## src/rtl/block_li_interp.sv

```systemverilog
// Dual-channel linear interpolator: raises the L+R / L-R sample rate by 2**LOG2_UP
// by stepping an accumulator from the previous input towards the newest one.
module block_li_interp #(
    parameter int N       = 18,
    parameter int LOG2_UP = 3
) (
    input  logic         clock,
    input  logic         reset,
    input  logic         en_in,
    input  logic         en_out,
    input  logic [N-1:0] LI_in_LpR,
    input  logic [N-1:0] LI_in_LmR,
    output logic [N-1:0] LpR_out,
    output logic [N-1:0] LmR_out,
    output logic         out_valid,
    output logic         underrun
);

    localparam int NCH = 2;
    localparam int DW  = N + 1;
    localparam int AW  = N + LOG2_UP + 1;
    localparam int KW  = LOG2_UP + 1;
    localparam logic [KW-1:0] K_FULL = KW'(1 << LOG2_UP);

    // ------------------------------------------------------------------
    // Shared control path: segment counter, output strobe, sticky error
    // ------------------------------------------------------------------
    logic [KW-1:0] k_q, k_d;
    logic          valid_q, valid_d;
    logic          underrun_q, underrun_d;
    logic          seg_live;
    logic          step_acc;

    // k never exceeds L, so "not full" is the same as k < L
    assign seg_live = (k_q != K_FULL);
    assign step_acc = en_out && !en_in && seg_live;

    always_comb begin
        k_d        = k_q;
        valid_d    = en_out;
        underrun_d = underrun_q;
        if (en_in) begin
            k_d = en_out ? KW'(1) : KW'(0);
        end else if (en_out) begin
            if (seg_live) begin
                k_d = k_q + KW'(1);
            end else begin
                underrun_d = 1'b1;
            end
        end
    end

    always_ff @(posedge clock) begin
        if (reset) begin
            k_q        <= K_FULL;
            valid_q    <= 1'b0;
            underrun_q <= 1'b0;
        end else begin
            k_q        <= k_d;
            valid_q    <= valid_d;
            underrun_q <= underrun_d;
        end
    end

    assign out_valid = valid_q;
    assign underrun  = underrun_q;

    // ------------------------------------------------------------------
    // Per-channel datapath, both channels driven by the same strobes
    // ------------------------------------------------------------------
    logic [NCH-1:0][N-1:0] din_w;
    logic [NCH-1:0][N-1:0] dout_w;

    assign din_w = {LI_in_LmR, LI_in_LpR};

    generate
        for (genvar gi = 0; gi < NCH; gi++) begin : g_ch
            logic [N-1:0]  x1_q, x1_d;
            logic [DW-1:0] delta_q, delta_d;
            logic [AW-1:0] acc_q, acc_d;
            logic [N-1:0]  out_q, out_d;

            logic [DW-1:0] delta_new;
            logic [AW-1:0] x1_shift;
            logic [AW-1:0] delta_new_wide;
            logic [AW-1:0] delta_q_wide;

            assign delta_new      = {din_w[gi][N-1], din_w[gi]} - {x1_q[N-1], x1_q};
            assign x1_shift       = {{(AW-N-LOG2_UP){x1_q[N-1]}}, x1_q, {LOG2_UP{1'b0}}};
            assign delta_new_wide = {{(AW-DW){delta_new[DW-1]}}, delta_new};
            assign delta_q_wide   = {{(AW-DW){delta_q[DW-1]}}, delta_q};

            always_comb begin
                x1_d    = x1_q;
                delta_d = delta_q;
                acc_d   = acc_q;
                out_d   = out_q;
                if (en_in) begin
                    x1_d    = din_w[gi];
                    delta_d = delta_new;
                    if (en_out) begin
                        // j=0 of the new segment is emitted in the load cycle itself
                        out_d = x1_q;
                        acc_d = x1_shift + delta_new_wide;
                    end else begin
                        acc_d = x1_shift;
                    end
                end else if (step_acc) begin
                    // Dropping the low LOG2_UP bits of a two's complement value is a floor
                    out_d = acc_q[N+LOG2_UP-1:LOG2_UP];
                    acc_d = acc_q + delta_q_wide;
                end
            end

            always_ff @(posedge clock) begin
                if (reset) begin
                    x1_q    <= '0;
                    delta_q <= '0;
                    acc_q   <= '0;
                    out_q   <= '0;
                end else begin
                    x1_q    <= x1_d;
                    delta_q <= delta_d;
                    acc_q   <= acc_d;
                    out_q   <= out_d;
                end
            end

            assign dout_w[gi] = out_q;
        end
    endgenerate

    assign LpR_out = dout_w[0];
    assign LmR_out = dout_w[1];

endmodule
```

## config.mk

```make
export PLATFORM = sky130hd
export DESIGN_NAME = block_li_interp
export DESIGN_NICKNAME = d
export VERILOG_FILES = /design/src/rtl/block_li_interp.sv
export SDC_FILE = /design/constraint.sdc
export NUM_CORES = 1
export LEC_CHECK = 0
export ABC_AREA = 1
export BUFFER_PORTS_ARGS = -buffer_cell sky130_fd_sc_hd__buf_2
export CORE_AREA = 2 2 152 214
export CTS_CLUSTER_SIZE = 28
export DETAILED_ROUTE_END_ITERATION = 8
export DIE_AREA = 0 0 154 216
export PLACE_DENSITY_LB_ADDON = 0.2
export SLEW_MARGIN = 20
export SYNTH_ARGS = -nofsm -noshare
export SYNTH_HDL_FRONTEND = slang
export SYNTH_SLANG_ARGS = --single-unit
```

## constraint.sdc

```tcl
create_clock -name clock -period 9.3 [get_ports clock]
set_input_delay 0.465 -clock clock [delete_from_list [all_inputs] [get_ports clock]]
set_output_delay 0.465 -clock clock [all_outputs]
set_load 0.1 [all_outputs]
```

==> impl_summary.txt <==
----------------------------------------------------
[Worst setup path]
  WP data arrival ... 4.10 ns
  Critical path launch point type ... flop
  Critical Path RT ... 9.66 ns
  RR Startpoint ... g_ch[0].x1_q[0]
  Worst reg2reg setup slack ... 5.56 ns
  First element of the critical path ... g_ch[0].x1_q[0]
  Type of the worst setup path ... flop to flop
  R2r endpoint ... g_ch[0].acc_q[19]
  Depth of the worst register-to-register path ... 21
  Timing endpoint of the critical path ... g_ch[0].acc_q[19]
  Worst Setup End Kind ... flop
  Critical path peak fanout ... 5

[Synthesis]
  EDFF count, synth ... 0
  Mapped Avg Cell Area ... 6.63 µm²
  Register area share after synthesis ... 0.255
  Compound-Gate Fraction of Synth Area ... 0.230
  Fraction of synthesis flops using an asynchronous set or reset pin ... 0
  Portion of netlist area occupied by mux cells ... 0
  Post-Synth XOR/XNOR Area ... 0.0366
  Cell type with the largest total area after synthesis ... sky130_fd_sc_hd__dfxtp_1
  Combined area of all synthesized cells ... 12400 µm²
  Most used flip-flop cell after synthesis ... sky130_fd_sc_hd__dfxtp_1
  Fraction of post-synthesis cell area in the top cell type by area ... 0.255
  Area fraction in and, or, nand and nor cells after synthesis ... 0.267
  Fraction of the mapped netlist area in adder cells ... 0.123
  Number of warnings printed during yosys synthesis ... 0
  #FFs+latches synth ... 158
  Dominant combinational cell family by area after synthesis ... simple AND/OR/NAND/NOR gates
  Unique cell type count in the Yosys netlist ... 50
  Top cells by area in the synthesized netlist ... sky130_fd_sc_hd__dfxtp_1 (26%), sky130_fd_sc_hd__nand2_1 (14%), sky130_fd_sc_hd__ha_1 (11%), sky130_fd_sc_hd__o21ai_0 (7.9%), sky130_fd_sc_hd__inv_1 (6.6%)
  Total nets after synthesis ... 2027
  Gate count of the mapped netlist ... 1869

[Drt]
  Vias per cell ... 5.38
  Via count ... 12500
  Antenna-violating nets left ... 0
  DRC violations left ... 0
  Routed WL per cell ... 17.2 µm
  Detailed-route wire length ... 40000 µm
  Iter 0 DRT Violations ... 874
  Number of iterations in the first detailed-routing pass ... 5

[Global route]
  Maximum number of pins on one net before global-route repair ... 79
  Overall global routing resource usage ... 0.241
  Initial antenna violation count ... 0
  Final global-route overflow total ... 0
  Wire length of the first global-routing pass ... 63500 µm
  Number of global-route vias before repair ... 11900

[Clock tree]
  Total number of H-tree levels ... 4
  Count of clock tree sinks ... 158
  Max clock buf depth ... 2
  Number of gates given a new drive strength after cts ... 0
  TritonCTS clock tree ... yes
  Skew-Pair Late Insertion Delay ... 0.46 ns
  Clock root cell ... sky130_fd_sc_hd__clkbuf_16
  Total clock buffers created by CTS ... 17
  Clock slew seen by the registers of the worst setup and hold paths ... 0.07 ns
  # hold bufs at CTS ... 0
  Buffers inserted by post-CTS timing repair ... 0

[STA]
  Fin Clk Skew ... 0.00912 ns
  Hold Vio Cnt, Final ... 0
  Number of failing setup endpoints in the final timing report ... 0
  Maximum frequency from static timing analysis ... 268 MHz
  Worst hold margin ... 0.216 ns
  Fin crit share ... 0.402
  Unrepaired setup endpoints after global routing ... no
  Final setup slack of the worst path ... 5.56 ns
  Max-Slew Margin vs Limit ... 0.344
  Setup TNS ... 0 ns
  Worst-margin pin slew ... 0.983 ns
  Slew Viols, Final ... 0
  Final critical-path required period ... 3.74 ns

[Run status]
  Status ... finished clean

[Die]
  Die Y-Extent ... 216 µm
  Number of primary I/O pins ... 78
  Area inside the core boundary ... 31300 µm²
  Die X-Extent ... 154 µm
  Initial core utilization ... 0.395
  Die ar. ... 33300 µm²
  Cell row count ... 77

[Final layout]
  # nets final ... 2073
  Share of post-route cells with drive strength above 1 ... 0.0934
  Area Overhead vs Synth ... 10.4%
  Seq. cell area ... 3160 µm²
  Combined area of the multi-input logic cells ... 8140 µm²
  Number of antenna diodes ... 0
  Non-filler cells in the finished layout ... 2322
  Fillcell total ... 3327

[Placed design]
  Weighted congestion at the end of routability-driven global placement ... 0.959
  Minimum setup slack after placement ... 5.37 ns
  Placed Instances ... 2291
  Detailed Place HPWL ... 30000 µm
  Input/output buffers ... 77

[Power]
  Net Sw Power ... 1.04 mW
  P per Cell Area ... 185 nW/µm²
  Maximum vdd ir drop ... 0.000108 V
  Clock share of power ... 0.295
  Internal power ... 1.49 mW
  Fraction of power spent switching nets ... 0.412
  Standby leakage power ... 6.60 nW
  Seq pwr share ... 0.320
  Combinational power share ... 0.385

[Min path]
  Number of cells on the worst hold path ... 3
  Worst min-delay path class ... input port to flop

[Flow run]
  Number of max-capacitance violations reported ... 0

----------------------------------------------------
==> layer usage <==
layer | wire [µm] | share of wire | vias up | GRT usage
met5 | 0 | 0 | - | 0
met4 | 826 | 0.021 | 0 | 0.0788
met3 | 1920 | 0.048 | 43 | 0.0313
met2 | 18200 | 0.46 | 303 | 0.389
met1 | 19000 | 0.48 | 5766 | 0.333
li1 | - | - | 6383 | -
==> synth_stat cells, types with 14 or more instances <==
cell type                  number
sky130_fd_sc_hd__inv_1        219
sky130_fd_sc_hd__o21bai_1      19
sky130_fd_sc_hd__clkbuf_1      27
sky130_fd_sc_hd__nand3_1      111
sky130_fd_sc_hd__ha_1         112
sky130_fd_sc_hd__a22o_1        16
sky130_fd_sc_hd__nor2_1       110
sky130_fd_sc_hd__a21oi_1      118
sky130_fd_sc_hd__o21ai_0      196
sky130_fd_sc_hd__nand4_1       17
sky130_fd_sc_hd__o21ai_1       14
sky130_fd_sc_hd__dfxtp_1      158
sky130_fd_sc_hd__xor2_1        33
sky130_fd_sc_hd__nand2_1      465
sky130_fd_sc_hd__nor3_1        17
sky130_fd_sc_hd__xnor2_1       15
sky130_fd_sc_hd__a31oi_1       56
sky130_fd_sc_hd__buf_2         28
==> per-stage QoR <==
step                instance area [µm²]  utilization  power [mW]
finish                            13700        0.437        2.53
CTS                               13700        0.437        2.53
detailed placement                13100        0.418        1.78
global route                      13700        0.437        2.68
global placement                  13100        0.418        1.78
floorplan                         12400            -        1.55
==> how the worst min path moves through the flow <==
stage / to / start / slack [ns]
final: g_ch[1].x1_q[10] / LI_in_LmR[10] / 0.22
after global routing: g_ch[1].x1_q[10] / LI_in_LmR[10] / 0.23
after CTS: g_ch[1].x1_q[10] / LI_in_LmR[10] / 0.20
after detailed placement: g_ch[1].delta_q[9] / g_ch[1].delta_q[9] / 0.46
after global placement: g_ch[1].delta_q[9] / g_ch[1].delta_q[9] / 0.46
after floorplan: g_ch[0].delta_q[9] / g_ch[0].delta_q[9] / 0.43
==> worst max-delay path: stages (launching register included) <==
cell and delay (ns):
sky130_fd_sc_hd__dfxtp_1 0.41, sky130_fd_sc_hd__ha_1 0.20, sky130_fd_sc_hd__inv_1 0.09, sky130_fd_sc_hd__fa_1 0.43, sky130_fd_sc_hd__a31oi_1 0.27, sky130_fd_sc_hd__o21ai_0 0.16, sky130_fd_sc_hd__a31o_2 0.24, sky130_fd_sc_hd__xor2_1 0.18
sky130_fd_sc_hd__inv_1 0.07, sky130_fd_sc_hd__ha_1 0.35, sky130_fd_sc_hd__a21oi_1 0.21, sky130_fd_sc_hd__o21ai_0 0.14, sky130_fd_sc_hd__a21oi_1 0.23, sky130_fd_sc_hd__inv_1 0.10, sky130_fd_sc_hd__nand3_1 0.12, sky130_fd_sc_hd__nand2_1 0.06
sky130_fd_sc_hd__nand2_1 0.06, sky130_fd_sc_hd__nand3_1 0.06, sky130_fd_sc_hd__nand2_1 0.08, sky130_fd_sc_hd__nand3_1 0.06, sky130_fd_sc_hd__nand2_1 0.09, sky130_fd_sc_hd__inv_1 0.03
==> cells in the final DEF, fill, tap and decap left out, types with 4 or more instances in the layout <==
master and count:
sky130_fd_sc_hd__nor2_4 4, sky130_fd_sc_hd__o21ai_2 7, sky130_fd_sc_hd__a211oi_1 4, sky130_fd_sc_hd__o21ai_1 14, sky130_fd_sc_hd__nand3_1 111, sky130_fd_sc_hd__nor2_1 109, sky130_fd_sc_hd__o21bai_1 19, sky130_fd_sc_hd__nand3b_1 8
sky130_fd_sc_hd__nand2_2 8, sky130_fd_sc_hd__clkbuf_16 17, sky130_fd_sc_hd__nor3_1 17, sky130_fd_sc_hd__inv_1 217, sky130_fd_sc_hd__buf_4 8, sky130_fd_sc_hd__buf_2 77, sky130_fd_sc_hd__or2_2 11, sky130_fd_sc_hd__a21oi_2 8
sky130_fd_sc_hd__xor2_1 33, sky130_fd_sc_hd__fa_1 6, sky130_fd_sc_hd__clkbuf_1 4, sky130_fd_sc_hd__a21boi_0 6, sky130_fd_sc_hd__inv_2 7, sky130_fd_sc_hd__o21ai_0 196, sky130_fd_sc_hd__a31oi_1 56, sky130_fd_sc_hd__o22ai_1 7
sky130_fd_sc_hd__a22o_1 16, sky130_fd_sc_hd__nand2_1 465, sky130_fd_sc_hd__nor4_1 6, sky130_fd_sc_hd__ha_1 112, sky130_fd_sc_hd__clkinv_2 5, sky130_fd_sc_hd__dfxtp_1 158, sky130_fd_sc_hd__xnor2_1 15, sky130_fd_sc_hd__nor2_2 4
sky130_fd_sc_hd__a21o_1 10, sky130_fd_sc_hd__o211ai_1 9, sky130_fd_sc_hd__a21oi_1 118, sky130_fd_sc_hd__and2_1 7, sky130_fd_sc_hd__nand4_1 17
==> final cells by class <==
class                      count  area share
tap                          395      0.0361
inverter                     225      0.0618
sequential                   158       0.231
clock buffer                  24      0.0352
multi-input combinational   1428       0.595
clock inverter                 7     0.00805
timing repair buffer          85      0.0326
==> sequential cells by signal, indices dropped and copies added (netlist names) <==
| register | flops |
|---|---|
| g_ch.x1_q | 36 |
| underrun | 1 |
| g_ch.delta_q | 38 |
| LmR_out | 18 |
| out_valid | 1 |
| k_q | 4 |
| LpR_out | 18 |
| g_ch.acc_q | 42 |
==> power groups by stage <==
stage	logic (mW)	clock network, mW	registers, mW
after floorplan	0.630	0	0.918
after global placement	0.957	0	0.821
after detailed placement	0.962	0	0.822
after CTS	0.968	0.758	0.807
after global routing	1.09	0.776	0.815
final	0.973	0.747	0.809
==> logic make-up after synthesis <==
family | count (synthesis)
buffers and inverters | 283
AO/OA/AOI/OAI | 484
AND/OR/NAND/NOR | 776
XOR/XNOR | 50
adder cells (fa/ha/maj) | 118
flip-flops | 158
Power figures use the tool's default switching activity.
